$ cat src/rtl/gol_generation_sequencer.sv
// Generation sequencer for the Game of Life engine.
// Runs a requested number of generations back to back. Between generations it
// swaps the source and destination frame buffers. It reports progress, the
// final frame address and timeout/abort errors to the HPS PIOs. It also owns
// the engine's active-high reset.
module gol_generation_sequencer #(
  parameter int ADDR_W         = 12,
  parameter int GEN_W          = 16,
  parameter int TIMEOUT_CYCLES = 1000000,
  parameter int RESET_CYCLES   = 4
) (
  input  logic              fpga_clk_50,
  input  logic              hps_fpga_reset_n,
  input  logic              host_go,
  input  logic              host_abort,
  input  logic [GEN_W-1:0]  host_generations,
  input  logic [ADDR_W-1:0] host_buf_a,
  input  logic [ADDR_W-1:0] host_buf_b,
  output logic              host_busy,
  output logic              host_done,
  output logic              host_error,
  output logic [GEN_W-1:0]  host_gen_count,
  output logic [ADDR_W-1:0] host_final_address,
  output logic [ADDR_W-1:0] eng_starting_address,
  output logic [ADDR_W-1:0] eng_result_address,
  output logic              eng_initialize,
  output logic              eng_reset,
  input  logic              eng_started,
  input  logic              eng_completed
);

  localparam int TMO_W = $clog2(TIMEOUT_CYCLES + 1);
  localparam int RC_W  = $clog2(RESET_CYCLES + 1);
  localparam logic [TMO_W-1:0] TMO_LAST = TMO_W'(TIMEOUT_CYCLES - 1);
  localparam logic [RC_W-1:0]  RC_LAST  = RC_W'(RESET_CYCLES - 1);

  typedef enum logic [2:0] {
    RST_HOLD, IDLE, ISSUE, WAIT_START, RUN, GAP, FAULT
  } state_t;

  state_t state, state_d;

  logic              go_q;
  logic              go_edge;
  logic [RC_W-1:0]   rst_cnt;
  logic [TMO_W-1:0]  tmo_cnt;
  logic              tmo_hit;
  logic [GEN_W-1:0]  gens;
  logic [GEN_W-1:0]  gen_count;
  logic [GEN_W-1:0]  gen_count_inc;
  logic [ADDR_W-1:0] src;
  logic [ADDR_W-1:0] dst;
  logic [ADDR_W-1:0] final_addr;
  logic              busy;
  logic              done;
  logic              error;
  logic              gen_step;

  assign go_edge       = host_go & ~go_q;
  assign tmo_hit       = (tmo_cnt == TMO_LAST);
  assign gen_count_inc = gen_count + 1'b1;
  // Abort outranks completion; completion outranks a coincident timeout.
  assign gen_step      = (state == RUN) && eng_completed && !host_abort;

  assign host_busy            = busy;
  assign host_done            = done;
  assign host_error           = error;
  assign host_gen_count       = gen_count;
  assign host_final_address   = final_addr;
  assign eng_starting_address = src;
  assign eng_result_address   = dst;
  assign eng_initialize       = (state == ISSUE) || (state == WAIT_START);
  assign eng_reset            = (state == RST_HOLD);

  // Next-state selection: abort first, then the exit condition, then timeout.
  always_comb begin
    state_d = state;
    unique case (state)
      RST_HOLD:   if (rst_cnt == RC_LAST) state_d = IDLE;
      IDLE:       if (go_edge && (host_generations != '0)) state_d = ISSUE;
      ISSUE:      state_d = host_abort ? FAULT : WAIT_START;
      WAIT_START: begin
        if (host_abort)                        state_d = FAULT;
        else if (eng_started && !eng_completed) state_d = RUN;
        else if (tmo_hit)                      state_d = FAULT;
      end
      RUN: begin
        if (host_abort)                           state_d = FAULT;
        else if (eng_completed)                   state_d = (gen_count_inc == gens) ? IDLE : GAP;
        else if (tmo_hit)                         state_d = FAULT;
      end
      GAP:        state_d = host_abort ? FAULT : ISSUE;
      FAULT:      state_d = RST_HOLD;
      default:    state_d = RST_HOLD;
    endcase
  end

  // State register, reset-hold and timeout counters, go edge history.
  always_ff @(posedge fpga_clk_50 or negedge hps_fpga_reset_n) begin
    if (!hps_fpga_reset_n) begin
      state   <= RST_HOLD;
      rst_cnt <= '0;
      tmo_cnt <= '0;
      go_q    <= 1'b0;
    end else begin
      state   <= state_d;
      rst_cnt <= (state == RST_HOLD) ? rst_cnt + 1'b1 : '0;
      // Restarts on every state change, so RUN gets its own full window.
      if (((state == WAIT_START) || (state == RUN)) && (state_d == state))
        tmo_cnt <= tmo_cnt + 1'b1;
      else
        tmo_cnt <= '0;
      // Frozen during the reset hold so a go held across power-on is still seen as an edge.
      if (state != RST_HOLD)
        go_q <= host_go;
    end
  end

  // Sequence bookkeeping: latch request, count generations, swap buffers, flag errors.
  always_ff @(posedge fpga_clk_50 or negedge hps_fpga_reset_n) begin
    if (!hps_fpga_reset_n) begin
      gens       <= '0;
      gen_count  <= '0;
      src        <= '0;
      dst        <= '0;
      final_addr <= '0;
      busy       <= 1'b0;
      done       <= 1'b0;
      error      <= 1'b0;
    end else if ((state == IDLE) && go_edge) begin
      gens       <= host_generations;
      gen_count  <= '0;
      src        <= host_buf_a;
      dst        <= host_buf_b;
      final_addr <= host_buf_a;
      busy       <= (host_generations != '0);
      done       <= (host_generations == '0);
      error      <= 1'b0;
    end else if (gen_step) begin
      gen_count  <= gen_count_inc;
      final_addr <= dst;
      src        <= dst;
      dst        <= src;
      if (gen_count_inc == gens) begin
        busy <= 1'b0;
        done <= 1'b1;
      end
    end else if (state_d == FAULT) begin
      busy  <= 1'b0;
      done  <= 1'b1;
      error <= 1'b1;
    end
  end

endmodule

$ cat config.mk
export PLATFORM = sky130hd
export DESIGN_NAME = gol_generation_sequencer
export DESIGN_NICKNAME = d
export VERILOG_FILES = /design/src/rtl/gol_generation_sequencer.sv
export SDC_FILE = /design/constraint.sdc
export NUM_CORES = 1
export LEC_CHECK = 0
export ABC_AREA = 1
export BUFFER_PORTS_ARGS = -buffer_cell sky130_fd_sc_hd__buf_4
export CAP_MARGIN = 5
export CORE_MARGIN = 2
export CORE_UTILIZATION = 55
export DETAILED_ROUTE_END_ITERATION = 8
export PLACE_DENSITY = 0.76
export REMOVE_ABC_BUFFERS = 1
export SLEW_MARGIN = 5
export SYNTH_ARGS = -nofsm -noshare
export SYNTH_HDL_FRONTEND = slang
export SYNTH_SLANG_ARGS = --single-unit
$ cat constraint.sdc
create_clock -name fpga_clk_50 -period 2.51 [get_ports fpga_clk_50]
set_input_delay 0.1255 -clock fpga_clk_50 [delete_from_list [all_inputs] [get_ports fpga_clk_50]]
set_output_delay 0.1255 -clock fpga_clk_50 [all_outputs]
set_load 0.01 [all_outputs]
# ---- Word-level counts from Yosys, hierarchy flattened
# Cells that the tools add are included.
dict set report word_totals {
  inputBits 46
  register_bits 86
  output_inout_bits 57
  elab_cells 76
}
dict set report classes {
  n_reduce_logical 19
  n_mux 29
  n_eq_ne 12
  bitwise_logic 2
  addsub 3
}
# cell count
set op_table {}
lappend op_table {{two-way mux 12 bit} 4}
lappend op_table {{two-way mux 3 bit} 11}
lappend op_table {{two-way mux 16 bit} 2}
lappend op_table {{adder 20 x 1 -> 20 bit (second input constant)} 1}
lappend op_table {{== test 20 bit (second input constant)} 1}
lappend op_table {{two-way mux 20 bit} 1}
lappend op_table {{one-hot mux 3 bit (6 select lines)} 1}
lappend op_table {{adder 16 x 1 -> 16 bit (second input constant)} 1}
lappend op_table {{== test 16 bit} 1}
lappend op_table {{zero test 16 bit} 1}
lappend op_table {{nonzero test 16 bit} 1}
lappend op_table {{two-way mux 1 bit} 10}
lappend op_table {{== test 3 x 2 -> 1 bit (second input constant)} 3}
lappend op_table {{== test 3 bit (second input constant)} 3}
lappend op_table {{logical AND 1 bit} 6}
lappend op_table {{nonzero test 3 bit} 2}
lappend op_table {{AND reduction 2 bit} 2}
lappend op_table {{nonzero test 2 bit} 2}
lappend op_table {{adder 3 x 1 -> 3 bit (second input constant)} 1}
lappend op_table {{== test 3 x 1 -> 1 bit (second input constant)} 1}
lappend op_table {{== test 3 bit} 1}
lappend op_table {{zero test 3 bit} 1}
lappend op_table {{inequality test 3 x 1 -> 1 bit (second input constant)} 1}
lappend op_table {{zero test 1 bit} 2}
lappend op_table {{4 further kinds} 5}

# ---- Depth between registers and ports, before layout
dict set report depth {
  depth_word 10
  mapped_depth 17
  depth_no_buf 17
}

# ---- Worst setup path after synthesis
# No wires, ideal clock.
dict set report synth_timing {
  path_kind {reg-to-reg}
  from {register gen_count[0] (netlist: host_gen_count[0])}
  to {register done (netlist: host_done)}
  setup_slack_ns 0.553
  setup_ns 0.116
  n_path_buf 0
  stages_incl_launch_ff 15
  t_required_ns 2.394
  synth_period_minus_slack_ns 1.957
  arrival_ns 1.841
  path_cell_list {dfrtp_1 ha_1 or2_2 nand3b_1 nand2_1 nor2_1 nand3_1 nor2_1 nand3_1 nand2_1 nand3_2 nand2_2 nand2_1 nand2_1 nand2_1}
}
dict set report synth_between {
  elab_chain_len 9
  elab_cells_between_ends 10
  cone_classes {1 x add/sub; 3 x eq/ne; 4 x mux; 2 x reduce/logical}
}
# item line
set synth_rtl {}
lappend synth_rtl {{from (decl)} 49} ;# logic [GEN_W-1:0] gen_count;
lappend synth_rtl {{from (signal assigned)} 140} ;# gen_count <= gen_count_inc;
lappend synth_rtl {{adder 16 x 1 -> 16 bit} 61} ;# assign gen_count_inc = gen_count + 1'b1;
lappend synth_rtl {{== test 16 bit} 89} ;# else if (eng_completed) state_d = (gen_count_inc == gens) ? IDLE : GAP;
lappend synth_rtl {{two-way mux 3 bit (2 in series)} 89}
lappend synth_rtl {{two-way mux 3 bit} 88} ;# if (host_abort) state_d = FAULT;
lappend synth_rtl {{one-hot mux 3 bit (6 select lines)} 78} ;# unique case (state)
lappend synth_rtl {{via state_d[2]} 41} ;# state_t state, state_d;
lappend synth_rtl {{== test 3 bit} 148} ;# end else if (state_d == FAULT) begin
lappend synth_rtl {{nonzero test 3 bit (no source line)} -}
lappend synth_rtl {{AND reduction 2 bit (no source line)} -}
lappend synth_rtl {{to (signal assigned)} 137} ;# done <= (host_generations == '0);
lappend synth_rtl {{to (decl)} 55} ;# logic done;
# The timed path passes the listed nets, and every way through them passes these cells.
# A chain may end at the register's enable or synchronous reset.

# ---- Worst setup path after layout
dict set report layout_timing {
  from {input port host_generations[9]}
  to {register tmo_cnt[8]}
}
dict set report layout_between {
  elab_chain_len 7
}
# item line
set layout_rtl {}
lappend layout_rtl {{from (decl)} 16} ;# input logic [GEN_W-1:0] host_generations,
lappend layout_rtl {{nonzero test 16 bit} 80} ;# IDLE: if (go_edge && (host_generations != '0)) state_d = ISSUE;
lappend layout_rtl {{logical AND 1 bit} 80}
lappend layout_rtl {{two-way mux 3 bit} 80}
lappend layout_rtl {{one-hot mux 3 bit (6 select lines)} 78}
lappend layout_rtl {{via state_d[1]} 41}
lappend layout_rtl {{== test 3 bit} 109} ;# if (((state == WAIT_START) || (state == RUN)) && (state_d == state))
lappend layout_rtl {{logical AND 1 bit} 109}
lappend layout_rtl {{two-way mux 20 bit} 109}
lappend layout_rtl {{to (signal assigned)} 110} ;# tmo_cnt <= tmo_cnt + 1'b1;
lappend layout_rtl {{to (decl)} 46} ;# logic [TMO_W-1:0] tmo_cnt;
# The timed path passes the listed nets, and every way through them passes these cells.

==> metrics <==
Worst R2R End host_done; antenna fix cells 0; FF-to-FF Start host_gen_count[0]; number of synthesized flops with an enable pin 0; max-cap violation count 0; CP arrival around 2.5 ns; post-route minimum period ~2.2 ns; final setup fails 0; GR Util All Layers 26.9%; clock-pin slew on the worst setup and hold paths around 0.080 ns; largest net degree at the start of global routing 51; htree depth 3; Fmax 447 MHz; relative slew slack between 50% and 60%; TritonCTS clock tree done; power per cell area around 1000 nW/µm²; Placer Congestion 0.939; vias 4672; post-synthesis sequential area ratio 44.9%; area grow syn2layout 26.5%; clk_lat worst skew 0.36 ns; io pins 103; die area 9480 µm²; fillers 697; commonest non-fill, non-tap cell in the layout nand2_1; worst-case reg-to-reg path depth 14; Setup crit start kind input pin; largest family of logic cells by synthesized area simple AND/OR/NAND/NOR gates; Pleak about 3.0 nW; Worst EP required 2.79 ns; vias in the first global route 4573; Antenna Nets Post-Route 0; Iter 0 DRT Violations 274; dpl hpwl 9130 µm; DR DRC count 0; CP Capture Type flop; die height between 90 and 100 µm; Synth Area in Compound Gates about 8.5%; Via density 5.42; WL per Instance ~15 µm; period utilization about nine tenths; first-pass GRT wire length 20900 µm; Highest Signal Layer met4; final wirelength 12700 µm; Crit Path Class input pin to flop; Hold Path Origin host_generations[13]; Initial DRT Pass Iterations 6; VDD IR max 0.595 mV; final net count 801; Post-Route M1 WL 5390 µm; met2 WL post-DR roughly 6200 µm; pre-CTS WS about 0.25 ns; clk sinks 86; Hold/Removal Path Class input pin to flop; CTS Root Cell clkbuf_8; Post-synth top flop dfrtp_1; Final Hold Viols 0; RSZ-0062 raised after global routing false; Rows 34; IO buf count 102; Starting Density between 50 and 60%; share of cells above drive strength 1 20.0%; worst setup margin approximately 0.27 ns; simple-gate share of the synthesized area 34.7%; slew at the pin closest to its max-slew limit roughly 0.62 ns; hold worst-path end gens[13]; Register Area around 2200 µm²; antenna violations before repair 0; XOR/XNOR Fraction of Synth Area 2.37%; Max Fanout on Critical Path 15; gr ovfl total 0; Slew Limit Fails 0; Worst Skew between 0.01 and 0.015 ns; Multi-input gate area between 2000 and 2500 µm²; Finished Core Util 70.6%; #FFs+latches synth 86; CTS buffer count 9; most frequent cells in the layout 208 x nand2_1, 108 x buf_4, 85 x dfrtp_1; Yosys warning count 0; FF-to-FF setup slack 0.29 ns; async set-reset flop share out of synthesis 100%; final hold slack 0.00699 ns; post-synthesis mux area share 0%; mapped cell area 4800 µm²; met3 wire len 858 µm; Avg Inst Size Synth 7.53 µm²; chip width 97.4 µm; area of the core 8590 µm²; Hold Path Stages 3; Syn Inst Count approximately 640; post-synthesis adder-cell area fraction roughly 1.0%; run status completed; Yosys cell types 35; clk buf depth 2
-- worst max path at each step --
stage	start	endpoint	slack [ns]	cells past startpoint
4_1_cts	host_gen_count[0]	host_done	0.23	16
3_3_place_gp	host_gen_count[0]	host_done	0.36	16
6_report	host_generations[9]	tmo_cnt[8]	0.27	12
3_5_place_dp	host_gen_count[0]	host_done	0.25	16
2_1_floorplan	state[2]	tmo_cnt[0]	-0.16	9
5_1_grt	host_generations[8]	tmo_cnt[13]	0.02	12
-- layout make-up --
type	count	area share, %
flip-flops and latches	86	35.5
clock inverters	3	1.13
repair buffers	131	17.5
well taps	108	2.23
clock buffers	11	2.50
multi-input cells	455	36.9
inverters	68	4.21
-- sequential cells by signal, indices dropped and copies added (netlist names) --
register	flops
eng_result_address	12
gens	16
go_q	1
host_busy	1
host_done	1
host_error	1
host_final_address	12
host_gen_count	16
rst_cnt	3
state	3
tmo_cnt	20
-- cell families (layout without fill, tap and decap cells) --
group	after synthesis	count (layout)
simple gates	372	372
buf+inv	96	213
flops	86	86
compound gates	66	66
xor+xnor	13	13
fa+ha+maj	4	4
-- cell usage after synthesis (2+ instances only) --
cell type  instances  area (µm²)
nor3_1             3        15.0
nor2_4             2        22.5
o21ai_0           32         160
nand3_2            3        30.0
xor2_1             8        70.1
nand4_1           14        87.6
inv_1             67         251
o221a_2            2        22.5
buf_2              2        10.0
buf_4             12        90.1
nand2_2            5        31.3
buf_1              3        11.3
nand3_1           49         245
o22ai_1            4        25.0
clkbuf_1          11        41.3
nor2_8             3        60.1
a21oi_1            4        20.0
nor4_1             4        25.0
nor2_2             4        25.0
nor2_1            64         240
xnor2_1            5        43.8
o211ai_1          20         150
dfrtp_1           86        2150
nand3b_1           9        67.6
ha_1               4        50.1
nand2_1          208         781
-- power by group --
| part | leakage (nW) | switching (mW) | internal (mW) |
|---|---|---|---|
| Combinational | 1.77 | 1.49 | 1.23 |
| Sequential | 1.12 | 0.509 | 1.87 |
| Clock | 0.111 | 0.500 | 0.607 |
-- metal layers --
layer | vias up | global-route usage [%]
li1 | 2262 | -
met1 | 2205 | 34.6
met2 | 189 | 46.3
met3 | 16 | 4.96
met4 | 0 | 8.12
met5 | - | 0
-- timing repair --
| action | in CTS | in global routing |
|---|---|---|
| endpoints found under the setup margin | 0 | 2 |
| gates resized for setup | 0 | 2 |
| buffers inserted | 0 | 0 |
| hold buffers | 21 | 0 |
| endpoints found under the hold margin | 56 | 0 |
-- per-stage QoR --
step / cell area, µm² / setup TNS [ns] / cells / power [mW]
4_1_cts: 6060 / 0 / 862 / 6.18
2_1_floorplan: 4640 / -3.15 / 609 / 3.83
3_3_place_gp: 5630 / 0 / 827 / 4.94
5_1_grt: 6070 / 0 / 862 / 6.62
3_5_place_dp: 5630 / 0 / 827 / 5.06
6_report: 6070 / 0 / 862 / 6.20
-- critical path: stages --
cell and delay (ns):
dlygate4sd3_1 0.54, buf_4 0.14, nor4_1 0.41, nand3_1 0.19, nand2_1 0.14, nand3b_1 0.11
inv_1 0.11, o21ai_1 0.06, a21oi_1 0.13, nand3_1 0.24, buf_12 0.24, nor2_1 0.09
Power figures use the tool's default switching activity.
